===== config.mk =====
export PLATFORM = sky130hd
export DESIGN_NAME = arm_shift_pipe_flat
export DESIGN_NICKNAME = d
export VERILOG_FILES = /design/src/rtl/arm_shift_pipe_if.sv /design/src/rtl/arm_shift_pipe.sv /design/src/flat_wrapper.sv
export SDC_FILE = /design/constraint.sdc
export NUM_CORES = 1
export LEC_CHECK = 0
export CAP_MARGIN = 10
export CELL_PAD_IN_SITES_DETAIL_PLACEMENT = 1
export CELL_PAD_IN_SITES_GLOBAL_PLACEMENT = 2
export CORE_ASPECT_RATIO = 0.9
export CORE_UTILIZATION = 36
export CTS_CLUSTER_SIZE = 10
export DETAILED_ROUTE_END_ITERATION = 10
export PLACE_DENSITY_LB_ADDON = 0.05
export SKIP_LAST_GASP = 1
export SLEW_MARGIN = 20
export SYNTH_ARGS = -nofsm -noshare
export SYNTH_HDL_FRONTEND = slang
export SYNTH_SLANG_ARGS = --single-unit

===== constraint.sdc =====
create_clock -name clk -period 2.6 [get_ports clk]
set_input_delay 0.52 -clock clk [delete_from_list [all_inputs] [get_ports clk]]
set_output_delay 0.52 -clock clk [all_outputs]
set_load 0.02 [all_outputs]

===== src/rtl/arm_shift_pipe_if.sv =====
// Handshake/data bundle for arm_shift_pipe.
// Master drives commands; slave is the shifter.
interface arm_shift_pipe_if #(
  parameter int WIDTH = 32,
  parameter int AMT_W = 8
);
  logic             flush;
  logic             in_valid;
  logic             in_ready;
  logic [2:0]       op;
  logic [WIDTH-1:0] a;
  logic [AMT_W-1:0] amount;
  logic             carry_in;
  logic             out_valid;
  logic             out_ready;
  logic [WIDTH-1:0] result;
  logic             carry_out;

  modport master (
    output flush, in_valid, op, a, amount,
    output carry_in, out_ready,
    input  in_ready, out_valid, result,
    input  carry_out
  );

  modport slave (
    input  flush, in_valid, op, a, amount,
    input  carry_in, out_ready,
    output in_ready, out_valid, result,
    output carry_out
  );
endinterface


===== src/rtl/arm_shift_pipe.sv =====
// Pipelined ARM barrel shifter with elastic
// valid/ready stages and shifter carry-out.
module arm_shift_pipe #(
  parameter int WIDTH  = 32,
  parameter int STAGES = 2,
  parameter int AMT_W  = 8
) (
  input logic clk,
  input logic rst_n,
  arm_shift_pipe_if.slave bus
);
  localparam int L  = $clog2(WIDTH);
  localparam int L1 = (STAGES == 1) ? L
                    : (L + 1) / 2;
  localparam int NR = (STAGES > 1) ? STAGES - 1 : 1;
  localparam int DW = 2 * WIDTH;
  localparam int CW = (AMT_W > L + 1) ? AMT_W
                    : L + 1;

  // first mux level owned by stage s
  function automatic int lv_lo(int s);
    if (s == 0) return 0;
    return L1 + ((L - L1) * (s - 1)) / NR;
  endfunction

  // one past the last level owned by stage s
  function automatic int lv_hi(int s);
    if (s == 0) return L1;
    return L1 + ((L - L1) * s) / NR;
  endfunction

  // funnel right-shift by the levels of stage s
  function automatic logic [DW-1:0] lvl(
    input logic [DW-1:0] d,
    input logic [L-1:0]  r,
    input int            s
  );
    logic [DW-1:0] v;
    v = d;
    for (int j = 0; j < L; j++) begin
      if (j >= lv_lo(s) && j < lv_hi(s) && r[j])
        v = v >> (1 << j);
    end
    return v;
  endfunction

  logic w_lsl, w_lsr, w_asr;
  logic w_ror, w_rrx, w_imm;
  logic [CW-1:0]  w_n;
  logic           w_zero, w_lt, w_eq;
  logic [L-1:0]   w_sh, w_shm1, w_neg;
  logic [L+4:0]   w_irx;
  logic [L-1:0]   w_ir, w_irm1;
  logic           w_sgn;

  assign w_lsl  = bus.op == 3'd0;
  assign w_lsr  = bus.op == 3'd1;
  assign w_asr  = bus.op == 3'd2;
  assign w_ror  = bus.op == 3'd3;
  assign w_rrx  = bus.op == 3'd4;
  assign w_imm  = bus.op == 3'd5;
  assign w_n    = CW'(bus.amount);
  assign w_zero = w_n == '0;
  assign w_lt   = w_n < CW'(WIDTH);
  assign w_eq   = w_n == CW'(WIDTH);
  assign w_sh   = w_n[L-1:0];
  assign w_shm1 = w_sh - L'(1);
  assign w_neg  = L'(0) - w_sh;
  assign w_irx  = (L+5)'({bus.amount[3:0], 1'b0});
  assign w_ir   = w_irx[L-1:0];
  assign w_irm1 = w_ir - L'(1);
  assign w_sgn  = bus.a[WIDTH-1];

  logic [WIDTH-1:0] w_hi, w_lo;
  logic [L-1:0]     w_r;
  logic             w_c;

  // map every op onto {hi,lo} >> r plus carry
  always_comb begin
    w_hi = '0;
    w_lo = bus.a;
    w_r  = '0;
    w_c  = bus.carry_in;
    unique case (1'b1)
      w_lsl: if (!w_zero) begin
        if (w_lt) begin
          w_hi = bus.a;
          w_lo = '0;
          w_r  = w_neg;
          w_c  = bus.a[w_neg];
        end else if (w_eq) begin
          w_lo = '0;
          w_c  = bus.a[0];
        end else begin
          w_lo = '0;
          w_c  = 1'b0;
        end
      end
      w_lsr: if (!w_zero) begin
        if (w_lt) begin
          w_r = w_sh;
          w_c = bus.a[w_shm1];
        end else if (w_eq) begin
          w_lo = '0;
          w_c  = w_sgn;
        end else begin
          w_lo = '0;
          w_c  = 1'b0;
        end
      end
      w_asr: if (!w_zero) begin
        if (w_lt) begin
          w_hi = {WIDTH{w_sgn}};
          w_r  = w_sh;
          w_c  = bus.a[w_shm1];
        end else begin
          w_lo = {WIDTH{w_sgn}};
          w_c  = w_sgn;
        end
      end
      w_ror: if (!w_zero) begin
        w_hi = bus.a;
        w_r  = w_sh;
        w_c  = bus.a[w_shm1];
      end
      w_rrx: begin
        w_hi = WIDTH'(bus.carry_in);
        w_r  = L'(1);
        w_c  = bus.a[0];
      end
      w_imm: if (w_ir != '0) begin
        w_hi = bus.a;
        w_r  = w_ir;
        w_c  = bus.a[w_irm1];
      end
      default: ;
    endcase
  end

  logic [STAGES-1:0] r_v;
  logic [STAGES-1:0] r_c;
  logic [DW-1:0]     r_dat [STAGES];
  logic [L-1:0]      r_amt [STAGES];

  logic [STAGES:0]   w_ld;
  logic [STAGES-1:0] w_sv;
  logic [STAGES-1:0] w_nc;
  logic [DW-1:0]     w_nd [STAGES];
  logic [L-1:0]      w_na [STAGES];

  // a stage loads when empty or when its
  // successor advances in the same cycle
  always_comb begin
    w_ld = '0;
    w_ld[STAGES] = r_v[STAGES-1] & bus.out_ready;
    for (int k = STAGES - 1; k >= 0; k--)
      w_ld[k] = !r_v[k] | w_ld[k+1];
  end

  // next payload of each stage
  always_comb begin
    w_sv[0] = bus.in_valid;
    w_nd[0] = lvl({w_hi, w_lo}, w_r, 0);
    w_na[0] = w_r;
    w_nc[0] = w_c;
    for (int k = 1; k < STAGES; k++) begin
      w_sv[k] = r_v[k-1];
      w_nd[k] = lvl(r_dat[k-1], r_amt[k-1], k);
      w_na[k] = r_amt[k-1];
      w_nc[k] = r_c[k-1];
    end
  end

  // stage valid bits; flush empties the pipe
  always_ff @(posedge clk or negedge rst_n) begin
    if (!rst_n) begin
      r_v <= '0;
    end else if (bus.flush) begin
      r_v <= '0;
    end else begin
      for (int k = 0; k < STAGES; k++)
        if (w_ld[k]) r_v[k] <= w_sv[k];
    end
  end

  // stage payloads; cleared so outputs read 0
  always_ff @(posedge clk or negedge rst_n) begin
    if (!rst_n) begin
      r_c <= '0;
      for (int k = 0; k < STAGES; k++) begin
        r_dat[k] <= '0;
        r_amt[k] <= '0;
      end
    end else begin
      for (int k = 0; k < STAGES; k++) begin
        if (w_ld[k] && w_sv[k]) begin
          r_dat[k] <= w_nd[k];
          r_amt[k] <= w_na[k];
          r_c[k]   <= w_nc[k];
        end
      end
    end
  end

  assign bus.in_ready  = w_ld[0];
  assign bus.out_valid = r_v[STAGES-1];
  assign bus.result    = r_dat[STAGES-1][WIDTH-1:0];
  assign bus.carry_out = r_c[STAGES-1];

  logic w_unused;
  assign w_unused = ^{r_dat[STAGES-1][DW-1:WIDTH],
                      r_amt[STAGES-1],
                      w_irx[L+4:L]};
endmodule


===== src/flat_wrapper.sv =====
// flat-port wrapper written by rule: the top's interface ports become plain ports
module arm_shift_pipe_flat 
#(
  parameter int WIDTH  = 32,
  parameter int STAGES = 2,
  parameter int AMT_W  = 8
)
  (clk, rst_n, bus_flush, bus_in_valid, bus_op, bus_a, bus_amount, bus_carry_in, bus_out_ready, bus_in_ready, bus_out_valid, bus_result, bus_carry_out);
  arm_shift_pipe_if #(.WIDTH(WIDTH), .AMT_W(AMT_W)) bus_i ();
  input logic clk;
  input logic rst_n;
  input wire logic [$bits(bus_i.flush)-1:0] bus_flush;
  input wire logic [$bits(bus_i.in_valid)-1:0] bus_in_valid;
  input wire logic [$bits(bus_i.op)-1:0] bus_op;
  input wire logic [$bits(bus_i.a)-1:0] bus_a;
  input wire logic [$bits(bus_i.amount)-1:0] bus_amount;
  input wire logic [$bits(bus_i.carry_in)-1:0] bus_carry_in;
  input wire logic [$bits(bus_i.out_ready)-1:0] bus_out_ready;
  output wire logic [$bits(bus_i.in_ready)-1:0] bus_in_ready;
  output wire logic [$bits(bus_i.out_valid)-1:0] bus_out_valid;
  output wire logic [$bits(bus_i.result)-1:0] bus_result;
  output wire logic [$bits(bus_i.carry_out)-1:0] bus_carry_out;
  assign bus_i.flush = bus_flush;
  assign bus_i.in_valid = bus_in_valid;
  assign bus_i.op = bus_op;
  assign bus_i.a = bus_a;
  assign bus_i.amount = bus_amount;
  assign bus_i.carry_in = bus_carry_in;
  assign bus_i.out_ready = bus_out_ready;
  assign bus_in_ready = bus_i.in_ready;
  assign bus_out_valid = bus_i.out_valid;
  assign bus_result = bus_i.result;
  assign bus_carry_out = bus_i.carry_out;
  arm_shift_pipe #(.WIDTH(WIDTH), .STAGES(STAGES), .AMT_W(AMT_W)) u_core (.clk(clk), .rst_n(rst_n), .bus(bus_i));
endmodule

==> summary.md, run 1 <==
| Metric | Value |
|---|---|
| Dpl ws | `-0.899 ns` |
| WS Path Type | `in2reg` |
| Cell accounting for the most synthesized area | `dfrtp_1` |
| Final worst-path cycle share | `100%` |
| Worst hold slack | `0.198 ns` |
| CP startpoint | `bus_amount[0]` |
| Top cell type's share of synthesized area | `31.0%` |
| Crit path arrival time | `2.88 ns` |
| Worst EP required | `about 2.9 ns` |
| Layout cells sized above 1 | `37.4%` |
| Clk_lat worst skew | `between 0.3 and 0.4 ns` |
| Clock Tree Root | `clkbuf_16` |
| Failing checks | `setup timing` |
| Largest family of logic cells by synthesized area | `compound AO/OA/AOI/OAI gates` |
| Vias in the first global route | `8289` |
| Total GRT Usage | `30.1%` |
| Cell Area, Placed | `10100 um2` |
| CP max stage cell | `or4b_4` |
| DP Cell Count | `1319` |
| Post-route ant nets | `0` |
| Worst Max-Slew Pin Slew | `0.764 ns` |
| Die height | `about 140 um` |
| Final Hold Vio Count | `0` |
| Mean Syn Cell Area | `8.98 um2` |
| Relative slew slack | `49.0%` |
| RSZ-0062 raised after global routing | `yes` |
| Cell area after synthesis | `roughly 7600 um2` |
| Post-DP HPWL | `roughly 25000 um` |
| Overall Power | `0.00584 W` |
| DR iter-0 viols | `503` |
| DIE WIDTH | `155 um` |
| Min cycle time layout | `2.60 ns` |
| CTS Hold Bufs | `0` |
| Synth Area in Adders | `0.297%` |
| Vias per inst | `5.82` |
| Initial Util | `37.3%` |
| Crit-path cells | `buf_8 > inv_4 > ha_4 > or4b_4 > a32o_2 > nor2_4 > buf_4 > mux2i_2 > buf_4 > a22oi_1 > a21oi_1` |
| Count leader, synth | `dfrtp_1` |
| Syn_nets | `894` |
| DIE AREA | `between 20000 and 25000 um2` |
| PwrDens | `approximately 540 nW/um2` |
| Top post-synthesis cells by area | `dfrtp_1 31%, mux2i_1 6.9%, mux4_2 5.6%` |
| Htree depth | `3` |
| IO buf count | `83` |
| Clock Sinks | `94` |
| Post-route setup slack | `-0.00307 ns` |
| Number of synthesized flops with an enable pin | `0` |
| Synth Area in Compound Gates | `between 20% and 30%` |
| Synthesis-stage register bit count | `94` |
| Pleak | `4.62 nW` |
| Post-Layout Cell Count | `1353` |
| Multiplexer area fraction after synthesis | `a little under a fifth` |
| Reg clk slew, reported paths | `0.07 ns` |
| Final setup violation count | `1` |
| Post-Synth XOR/XNOR Area | `less than 1%` |
| Synth cell count leaders | `94 x dfrtp_1, 74 x nor2_1, 71 x a21oi_1` |
| GR Overflow Total | `0` |
| Final wirelength | `31900 um` |
| Ant. Diodes | `0` |
| Status | `complete, but fails checks` |
| Num ports | `84` |
| Synthesis Warnings | `0` |
| Seq/Total Area, Yosys | `31.0%` |
| Largest net degree at the start of global routing | `50` |
| Vias | `7878` |
| Fraction of registers with async set/reset | `100%` |
| Worst VDD drop | `roughly 0.34 mV` |
| First-pass GRT wire length | `between 40000 and 50000 um` |
| Max Slew Vio Count | `0` |
| Drt pass-1 iters | `4` |
| CP most frequent cell | `buf_4` |
| Max Fclk | `0.384 GHz` |
| Top FF cell, synth | `dfrtp_1` |
| Maximum clock path buffer count | `2` |
| Wirelength per Cell | `23.5 um` |
| HP Class | `in2async` |
| Startpoint Class | `input port` |
| Initial antenna violation count | `0` |
| TritonCTS Buffers | `9` |
| CTS tree | `built` |
| Max_cap viols | `0` |
| Synth cell types | `86` |
| Layout Skew | `roughly 0.008 ns` |
| FF-to-FF Start | `u_core.r_v[0]` |
| Mapped Cells | `844` |
| Crit Path Max Fanout | `8` |
| Post-Synth Simple-Gate Area | `16.1%` |
| DRC | `0` |
| # rows | `49` |
| Fin area | `10900 um2` |
| Core ar. | `between 20000 and 25000 um2` |
| Nets | `1118` |
| Area growth, synth to finish | `44.0%` |
| CP endpoint kind | `flop` |
| Slowest Stage Delay on Critical Path | `0.53 ns` |
| GP Congestion | `0.915` |
area by class of cell:
type                    instances  area [um2]
flip-flops and latches         94        2350
well taps                     280         350
clock buffers                  12         246
clock inverters                 4        55.1
inverters                      12        50.0
multi-input cells             632        4980
fillers                      2320        9380
repair buffers                319        2870
where the power goes:
group          switching [W]  internal [W]  total, W
clock               0.000599      0.000778   0.00138
sequential          0.000226       0.00175   0.00197
combinational        0.00129       0.00119   0.00249
layer usage:
layer | vias to the layer above | wire length (um) | share of wire, % | global-route usage, %
li1 | 3597 | - | - | -
met1 | 4027 | 15100 | 48 | 43.0
met2 | 224 | 14600 | 46 | 48.0
met3 | 30 | 1750 | 5.5 | 5.36
met4 | 0 | 339 | 1.1 | 4.74
met5 | - | 0 | 0 | 0
stage by stage:
step	setup TNS, ns	util (%)
6_report	-0.00307	53.8
5_1_grt	-0.220	53.8
4_1_cts	-0.00629	52.2
3_5_place_dp	-41.06	49.6
3_3_place_gp	-38.83	49.6
2_1_floorplan	-6.76	-
path summary, 6_finish.rpt:
check,to,slack [ns],cells past startpoint
hold / removal,u_core.r_v[0],0.20,1
min in group clk,u_core.bus.result[17],0.48,2
hold reg to reg,u_core.bus.result[17],0.48,2
max in group asynchronous,u_core.r_dat[105],1.73,2
setup / recovery,u_core.r_dat[115],-0.003,11
setup reg to reg,u_core.r_dat[67],0.78,6
registers in the layout, summed over array words and instances (netlist names):
register / count
u_core.bus.result: 32
u_core.r_amt: 2
u_core.r_c: 2
u_core.r_dat: 56
u_core.r_v: 2
kinds of logic (layout without fill, tap and decap cells):
| logic type | count (synthesis) | count (layout) |
|---|---|---|
| multiplexers | 104 | 104 |
| adder cells (fa/ha/maj) | 2 | 2 |
| XOR/XNOR | 5 | 5 |
| AO/OA/AOI/OAI | 269 | 269 |
| AND/OR/NAND/NOR | 252 | 252 |
| buffers and inverters | 118 | 347 |
| flip-flops | 94 | 94 |
cells in the final DEF (no fill, tap or decap), types with 5 or more instances in the layout:
master / instances
o22ai_1: 14
mux2_2: 26
o211ai_1: 18
mux4_1: 5
and3_1: 10
mux2i_1: 47
nor2b_1: 12
buf_6: 13
inv_1: 10
a21oi_1: 68
nand3_1: 15
a21boi_0: 7
nor2_1: 73
a22oi_1: 5
clkdlybuf4s50_1: 71
nand2_2: 7
dfrtp_1: 92
a221oi_2: 12
nand2_1: 65
a211oi_1: 13
o21ai_0: 44
buf_4: 205
a31oi_1: 7
nor3_1: 27
o21ai_1: 11
nand4_1: 5
a211oi_2: 5
mux4_2: 20
clkbuf_16: 12
buf_12: 14
a221oi_1: 5
timing repair:
item                       in CTS  in global routing
cloned                          0                  3
setup buffers                   7                  8
gates resized for setup        72                 46
pin swaps                      19                 20
setup endpoints to repair      57                 44
critical path, delay by kind of cell:
family                   cells  cell delay (ns)
adder cells (fa/ha/maj)      1             0.14
buffers and inverters        4             0.51
AND/OR/NAND/NOR              2             0.84
AO/OA/AOI/OAI                3             0.54
multiplexers                 1             0.33
Power figures use the tool's default switching activity.
==> run 2, diff against run 1 <==
--- a/config.mk
+++ b/config.mk
@@ -18,3 +18,4 @@
 export SYNTH_ARGS = -nofsm -noshare
 export SYNTH_HDL_FRONTEND = slang
 export SYNTH_SLANG_ARGS = --single-unit
+export TNS_END_PERCENT = 1
==> run 2 against run 1 <==
Against the previous run:
- the run still ends with setup timing left
- cell area decreased by 2.9%
- critical endpoint is now u_core.r_dat[65]
- cell count decreased by 0.81%
- worst hold slack got worse by 0.11 ns
- sequential share of layout area increased by 0.64 points
- critical path depth decreased by 2
- critical path type unchanged
- fmax decreased by 0.42%
==> summary.md, run 2 (synthesis results as in run 1) <==
| Metric | Value |
|---|---|
| Status | `complete, but fails checks` |
| Failing checks | `setup timing` |
| CP endpoint kind | `flop` |
| DRC | `0` |
| Clock Sinks | `94` |
| Most common cell after layout, fill and taps aside | `buf_4` |
| WP buf/inv | `2` |
| RSZ-0062 raised after global routing | `yes` |
| Initial Util | `37.3%` |
| Crit path max-delay family | `compound AO/OA/AOI/OAI gates` |
| Clk_lat worst skew | `0.36 ns` |
| Maximum clock path buffer count | `2` |
| Post-route ant nets | `0` |
| Final worst-path cycle share | `101%` |
| Num ports | `84` |
| Post-route setup slack | `-0.0141 ns` |
| DR top layer | `met4` |
| GP Congestion | `0.974` |
| Startpoint Class | `input port` |
| Area growth, synth to finish | `39.8%` |
| Die height | `between 100 and 150 um` |
| Metal3 WL | `1560 um` |
| Crit-path cells | `buf_8 > inv_6 > ha_4 > or4b_4 > a32oi_4 > nand2_4 > mux4_2 > o21ai_2 > o221a_1` |
| HP Class | `in2async` |
| DIE WIDTH | `155 um` |
| TritonCTS Buffers | `9` |
| Worst Max-Slew Pin Slew | `0.767 ns` |
| Core ar. | `slightly above 20000 um2` |
| Largest net degree at the start of global routing | `50` |
| Reg with most FFs | `u_core.r_dat` |
| WS Path Type | `in2reg` |
| Drt pass-1 iters | `4` |
| Wirelength per Cell | `23.8 um` |
| Met2 routed WL | `about 15000 um` |
| PwrDens | `approximately 540 nW/um2` |
| Clock Tree Root | `clkbuf_16` |
| Layout cells sized above 1 | `about a third` |
| Ant. Diodes | `0` |
| Reg clk slew, reported paths | `0.07 ns` |
| Max Fclk | `around 0.38 GHz` |
| Initial antenna violation count | `0` |
| Max_cap viols | `0` |
| Crit path arrival time | `a little under 3 ns` |
| Flop-to-flop setup slack | `0.67 ns` |
| Max Slew Vio Count | `0` |
| IO buf count | `83` |
| Worst hold slack | `~0.083 ns` |
| Worst VDD drop | `roughly 0.34 mV` |
| DIE AREA | `around 22000 um2` |
| Final setup violation count | `1` |
| Htree depth | `3` |
| Vias in the first global route | `8210` |
| CP max stage cell | `mux4_2` |
| Final Hold Vio Count | `0` |
| Nets | `~1100` |
| Layout Skew | `0.0107 ns` |
| Fill count | `roughly 2400` |
| Worst EP required | `2.89 ns` |
| Crit Path Max Fanout | `5` |
| CTS Hold Bufs | `0` |
| WL met1 | `about 15000 um` |
| Final TNS setup | `-0.0141 ns` |
| Most frequent cells in the layout | `201 x buf_4, 92 x dfrtp_1, 73 x nor2_1, 71 x clkdlybuf4s50_1, 69 x a21oi_1` |
| Relative slew slack | `48.9%` |
| GR Overflow Total | `0` |
| Slowest Stage Delay on Critical Path | `~0.6 ns` |
| # rows | `49` |
| Post-DP HPWL | `around 25000 um` |
| CTS tree | `built` |
| Pleak | `about 4.5 nW` |
| Vias per inst | `5.80` |
| Vias | `7779` |
| Max reg flops | `56` |
| Dpl ws | `-0.983 ns` |
| Min cycle time layout | `2.61 ns` |
| DR iter-0 viols | `455` |
| Total GRT Usage | `a little over 30%` |
| First-pass GRT wire length | `between 40000 and 50000 um` |
| Final wirelength | `32000 um` |
## run 2: cell count changes in the layout (fill, tap and decap cells not counted), sizes merged, moves of 2 or more
cell and change:
buf -10, dlygate4sd2 +2, clkbuf -4, inv +3
## run 2: path summary, 6_finish.rpt
check | from | endpoint | cells after the start
worst min register to register | u_core.bus.result[18] | u_core.bus.result[18] | 2
max in group asynchronous | rst_n | u_core.bus.result[12] | 2
worst max register to register | u_core.r_amt[9] | u_core.bus.result[22] | 4
min in group clk | u_core.bus.result[18] | u_core.bus.result[18] | 2
worst min-delay path | rst_n | u_core.r_c[1] | 1
worst max-delay path | bus_amount[0] | u_core.r_dat[65] | 9
## run 2: metrics by stage
| stage | cell area [um2] | util [%] | total power, W | cells |
|---|---|---|---|---|
| 2_1_floorplan | 7640 | - | 0.00335 | 844 |
| 3_3_place_gp | 9900 | 48.8 | 0.00426 | 1309 |
| 3_5_place_dp | 9900 | 48.8 | 0.00434 | 1309 |
| 4_1_cts | 10500 | 51.7 | 0.00571 | 1340 |
| 5_1_grt | 10600 | 52.2 | 0.00599 | 1342 |
| 6_report | 10600 | 52.2 | 0.00571 | 1342 |
## run 2: final cells by class
type / instances / area [um2] / share of cell area [%]
multi-input combinational: 632 / 4830 / 45.6
timing repair buffer: 308 / 2730 / 25.7
sequential: 94 / 2350 / 22.2
tap: 280 / 350 / 3.31
clock buffer: 10 / 229 / 2.16
clock inverter: 6 / 52.6 / 0.496
inverter: 12 / 52.6 / 0.496
## run 2: per-layer routing
metal	global-route usage, %	vias up
met5	0	-
met4	6.83	0
met3	4.92	38
met2	49.5	196
met1	42.3	3980
li1	-	3565
## run 2: repair_timing
| action | 4_1_cts | 5_1_grt |
|---|---|---|
| setup buffers | 14 | 3 |
| cloned | 1 | 0 |
| pin swaps | 17 | 14 |
| setup endpoints to repair | 57 | 55 |
| resized for setup | 60 | 39 |
## run 2: report_power, final
group          internal (W)  switching (W)  total [W]
clock              0.000667       0.000627    0.00129
sequential          0.00174       0.000246    0.00199
combinational       0.00117        0.00126    0.00243
## run 2: worst reg2reg max path, delay by kind of cell (launching register included)
kind	cells	cell delay [ns]
AOI/OAI and AO/OA	2	0.47
buffers and inverters	1	0.25
DFF	1	0.73
muxes	1	0.34
